$ cat src/rtl/fifo_wr_arbiter.sv
// Round-robin arbiter that owns the FIFO write port. Define FIFO_ARB_BURST_EN to lock a grant for up to MAX_BURST beats.
// The grant is registered (one cycle from IDLE); req_ready and fifo_write_req follow fifo_full combinationally.
module fifo_wr_arbiter #(
   parameter int DATA_WIDTH = 8,
   parameter int NUM_REQ    = 4,
   parameter int MAX_BURST  = 4
) (
   input  logic                          clk,
   input  logic                          rst,
   input  logic [NUM_REQ-1:0]            req_valid,
   input  logic [NUM_REQ*DATA_WIDTH-1:0] req_data,
   output logic [NUM_REQ-1:0]            req_ready,
   output logic                          fifo_write_req,
   output logic [DATA_WIDTH-1:0]         fifo_data_in,
   input  logic                          fifo_full,
   output logic [$clog2(NUM_REQ)-1:0]    grant_id,
   output logic                          busy
);
   localparam int GID_W = $clog2(NUM_REQ);

   if (NUM_REQ < 2 || NUM_REQ > 16 || MAX_BURST < 1 || MAX_BURST > 255) begin : g_param_check
      $error("fifo_wr_arbiter: parameter out of range");
   end

   typedef enum logic {IDLE = 1'b0, BURST = 1'b1} state_t;

   state_t                 state_q, state_d;
   logic [GID_W-1:0]       grant_id_q, grant_id_d;
   logic [GID_W-1:0]       last_winner_q, last_winner_d;
   logic                   arb_found;
   logic [GID_W-1:0]       arb_winner;
   logic [GID_W:0]         rr_idx;
   logic                   grant_vld;
   logic [DATA_WIDTH-1:0]  grant_dat;
   logic                   transfer;
   logic                   last_beat;
   logic                   burst_end;

   // Search starts just after the last winner, so the previous grantee is considered last.
   always_comb begin
      arb_found  = 1'b0;
      arb_winner = '0;
      rr_idx     = '0;
      for (int k = 1; k <= NUM_REQ; k++) begin
         rr_idx = {1'b0, last_winner_q} + (GID_W+1)'(k);
         if (rr_idx >= (GID_W+1)'(NUM_REQ)) begin
            rr_idx = rr_idx - (GID_W+1)'(NUM_REQ);
         end
         if (!arb_found && req_valid[rr_idx[GID_W-1:0]]) begin
            arb_found  = 1'b1;
            arb_winner = rr_idx[GID_W-1:0];
         end
      end
   end

   always_comb begin
      grant_dat = '0;
      for (int i = 0; i < NUM_REQ; i++) begin
         if (grant_id_q == GID_W'(i)) begin
            grant_dat = req_data[i*DATA_WIDTH +: DATA_WIDTH];
         end
      end
   end

   assign busy           = (state_q == BURST);
   assign grant_id       = grant_id_q;
   assign grant_vld      = req_valid[grant_id_q];
   assign transfer       = busy & grant_vld & ~fifo_full;
   assign fifo_write_req = transfer;
   assign fifo_data_in   = busy ? grant_dat : '0;

   always_comb begin
      req_ready = '0;
      if (busy && !fifo_full) begin
         req_ready[grant_id_q] = 1'b1;
      end
   end

`ifdef FIFO_ARB_BURST_EN
   logic [7:0] beat_cnt_q, beat_cnt_d;
   assign last_beat = (beat_cnt_q == 8'(MAX_BURST - 1));
`else
   assign last_beat = 1'b1;
`endif

   // A stalled beat never ends the burst; a dropped valid always does.
   assign burst_end = busy & (~grant_vld | (transfer & last_beat));

   always_comb begin
      state_d       = state_q;
      grant_id_d    = grant_id_q;
      last_winner_d = last_winner_q;
`ifdef FIFO_ARB_BURST_EN
      beat_cnt_d    = beat_cnt_q;
`endif
      case (state_q)
         IDLE: begin
            if (arb_found) begin
               state_d       = BURST;
               grant_id_d    = arb_winner;
               last_winner_d = arb_winner;
`ifdef FIFO_ARB_BURST_EN
               beat_cnt_d    = '0;
`endif
            end
         end
         BURST: begin
`ifdef FIFO_ARB_BURST_EN
            if (transfer) begin
               beat_cnt_d = beat_cnt_q + 8'd1;
            end
`endif
            if (burst_end) begin
`ifdef FIFO_ARB_BURST_EN
               beat_cnt_d = '0;
`endif
               if (arb_found) begin
                  grant_id_d    = arb_winner;
                  last_winner_d = arb_winner;
               end else begin
                  state_d    = IDLE;
                  grant_id_d = '0;
               end
            end
         end
         default: state_d = IDLE;
      endcase
   end

   always_ff @(posedge clk) begin
      if (rst) begin
         state_q       <= IDLE;
         grant_id_q    <= '0;
         last_winner_q <= GID_W'(NUM_REQ - 1);
`ifdef FIFO_ARB_BURST_EN
         beat_cnt_q    <= '0;
`endif
      end else begin
         state_q       <= state_d;
         grant_id_q    <= grant_id_d;
         last_winner_q <= last_winner_d;
`ifdef FIFO_ARB_BURST_EN
         beat_cnt_q    <= beat_cnt_d;
`endif
      end
   end

endmodule
$ cat config.mk
export PLATFORM = sky130hd
export DESIGN_NAME = fifo_wr_arbiter
export DESIGN_NICKNAME = d
export VERILOG_FILES = /design/src/rtl/fifo_wr_arbiter.sv
export SDC_FILE = /design/constraint.sdc
export NUM_CORES = 1
export LEC_CHECK = 0
export ABC_AREA = 1
export BUFFER_PORTS_ARGS = -buffer_cell sky130_fd_sc_hd__buf_2
export CAP_MARGIN = 25
export CORE_UTILIZATION = 43
export DETAILED_ROUTE_END_ITERATION = 16
export HOLD_SLACK_MARGIN = 0.02
export MAX_ROUTING_LAYER = met4
export PLACE_DENSITY = 0.85
export SYNTH_ARGS = -nofsm -noshare
export SYNTH_HDL_FRONTEND = slang
export SYNTH_SLANG_ARGS = --single-unit
$ cat constraint.sdc
create_clock -name clk -period 3.2 [get_ports clk]
set_input_delay 0.32 -clock clk [delete_from_list [all_inputs] [get_ports clk]]
set_output_delay 0.32 -clock clk [all_outputs]
set_load 0.02 [all_outputs]
==> run metrics <==
Synth Area in Simple Gates 52.37%; Max IR drop VDD 0.4324 mV; switching share of power 56.60%; row cnt 14; Worst Path Required 2.88 ns; TNS Setup 0 ns; Crit. End Element output pin; final WL 2237 um; Ports 55; # hold bufs at CTS 0; number of global-route vias before repair 930; PortBufs 54; total gr overflow 0; top cells by area, synth nand2_1 (27%), dfxtp_1 (14%), nor2_1 (8.6%), a21oi_1 (6.8%), a221o_2 (6.1%); Total GRT Usage 26.11%; Post-Route Skew 0.006583 ns; CP arrival 1.81 ns; YS warnings 0; final core occ 67.18%; top-area cell type share of the netlist area 26.95%; power per cell area 770.3 nW/um^2; Compound-Gate Fraction of Synth Area 23.90%; outcome complete, but fails checks; Resized cells post-CTS 0; H-tree depth 1; hold slack final 0.2812 ns; largest net degree at the start of global routing 13; post-synthesis cell area 738.2 um^2; DR vias 1083; wire per inst 10.60 um; Area Growth Syn to Fin 41.86%; Setup crit start kind flip-flop; post-synthesis register bit count 5; Hold WC Path Type primary input to flip-flop; dpl ws 1.342 ns; mux cell area share after synthesis 0%; Sink Count 5; Synth area leader nand2_1; Psw 0.4566 mW; Total Power 0.8067 mW; Finished Cell Area 1047 um^2; clock buffer depth 2; drt via density 5.133; Fin. Hold Viols 0; GP Congestion 0.8156; Avg Cell Area, Syn 5.349 um^2; final worst-path cycle share 66.41%; Die H 43.44 um; drt pass-1 iters 10; Cell Area, Placed 1021 um^2; synth unique cells 21; Worst-path clk slew 0.05 ns; Root Buffer clkbuf_4; Internal Power 0.3501 mW; Inst Count DP 207; register area share after synthesis 13.56%; antenna violations before repair 0; DRC violations left 16; smallest setup slack after layout 1.075 ns; synthesized-area fraction occupied by adder cells 0%; max_cap viols 0; Die Area 1887 um^2; leakage 0.6263 nW; Detailed Place HPWL 1836 um; Final setup viols 0; Worst Path Max Fanout 9; first-pass GRT wire length 3767 um; Syn Nets 177; core area 1559 um^2; Syn Inst Count 138; Die W 43.44 um; Final ANT Viol Nets 0; Iter 0 DRT Violations 40; critical path type flip-flop to output pin; combinational family with the most area after synthesis simple AND/OR/NAND/NOR gates; final cell count without fillers 211; minimum clock period 2.125 ns; Clock Latency Late Sink 0.24 ns; total CTS buffers 3; Starting Density 47.35%; maximum clock frequency 470.6 MHz; RSZ-0062 raised after global routing false; Antenna diodes 0; Worst slew margin 71.89%; failing checks DRC; layout cell share with drive strength beyond 1 38.97%; pins over their slew limit 0; CTS tree built; post-CTS setup buffers 0; nets 235; xor and xnor area share after synthesis 0%; part of the power in the clock network 9.0%; Comb power frac 74.5%; Seq pwr share 16.5%; Slew @ Worst Pin 0.4201 ns
registers in the layout (all words and copies together), names as in the netlist:
name	count
last_winner_q	2
busy	1
grant_id	2
placed cells by master, fill, tap and decap left out, types with 2 or more instances in the layout:
cell and n:
clkbuf_4 3, o21ai_0 7, a21oi_1 10, buf_2 54, nand3b_1 2, nand2_1 53
o221ai_1 3, inv_2 6, dfxtp_1 5, nor2_1 17, nand3_1 7, a221o_2 4
inv_1 12, nand2_2 2, nand3_2 2
worst max-delay path, cell delays in order (launching register included):
cell and delay, ns:
dfxtp_1 0.45, inv_2 0.13, nor2_1 0.36, a221o_2 0.22, o21ai_0 0.08, a21oi_1 0.15
buf_2 0.18
cells by family after synthesis:
group / after synthesis
buffers and inverters: 19
DFF: 5
AOI/OAI and AO/OA: 26
and+or+nand+nor: 88
worst paths after layout:
check	startpoint	slack, ns	endpoint	depth (start not counted)
worst max-delay path	grant_id[0]	1.07	fifo_data_in[0]	6
worst min-delay path	rst	0.28	grant_id[1]	2
worst max register to register	last_winner_q[0]	1.40	last_winner_q[1]	11
worst min register to register	grant_id[0]	0.58	grant_id[0]	2
final cells by class:
| cell class | instances | area, um^2 |
|---|---|---|
| Multi-Input combinational cell | 114 | 563.0 |
| Timing Repair Buffer | 54 | 270.3 |
| Clock buffer | 4 | 26.28 |
| Fill cell | 152 | 511.7 |
| Tap cell | 16 | 20.02 |
| Inverter | 18 | 67.56 |
| Sequential cell | 5 | 100.1 |
synthesized netlist by cell type (all sizes together):
master  instances
inv            18
o221ai          3
nand4           1
a221o           4
or2             1
dfxtp           5
o211ai          2
nand3           9
a21oi          10
nor2           18
nand2          56
o21ai           7
nor3            1
nand3b          2
buf             1
metal layers:
metal,up-vias,routed length [um],global-route usage [%]
met5,-,0,-
met4,0,0,2.500
met3,0,157,5.833
met2,44,1152,47.88
met1,470,927,29.80
li1,569,-,-
power groups by stage:
stage	logic (mW)	registers [mW]	clock network, mW
6_report	0.601	0.133	0.0728
5_1_grt	0.681	0.140	0.0807
4_1_cts	0.599	0.132	0.0734
3_5_place_dp	0.595	0.133	0
3_3_place_gp	0.577	0.132	0
2_1_floorplan	0.452	0.129	0
Power figures use the tool's default switching activity.
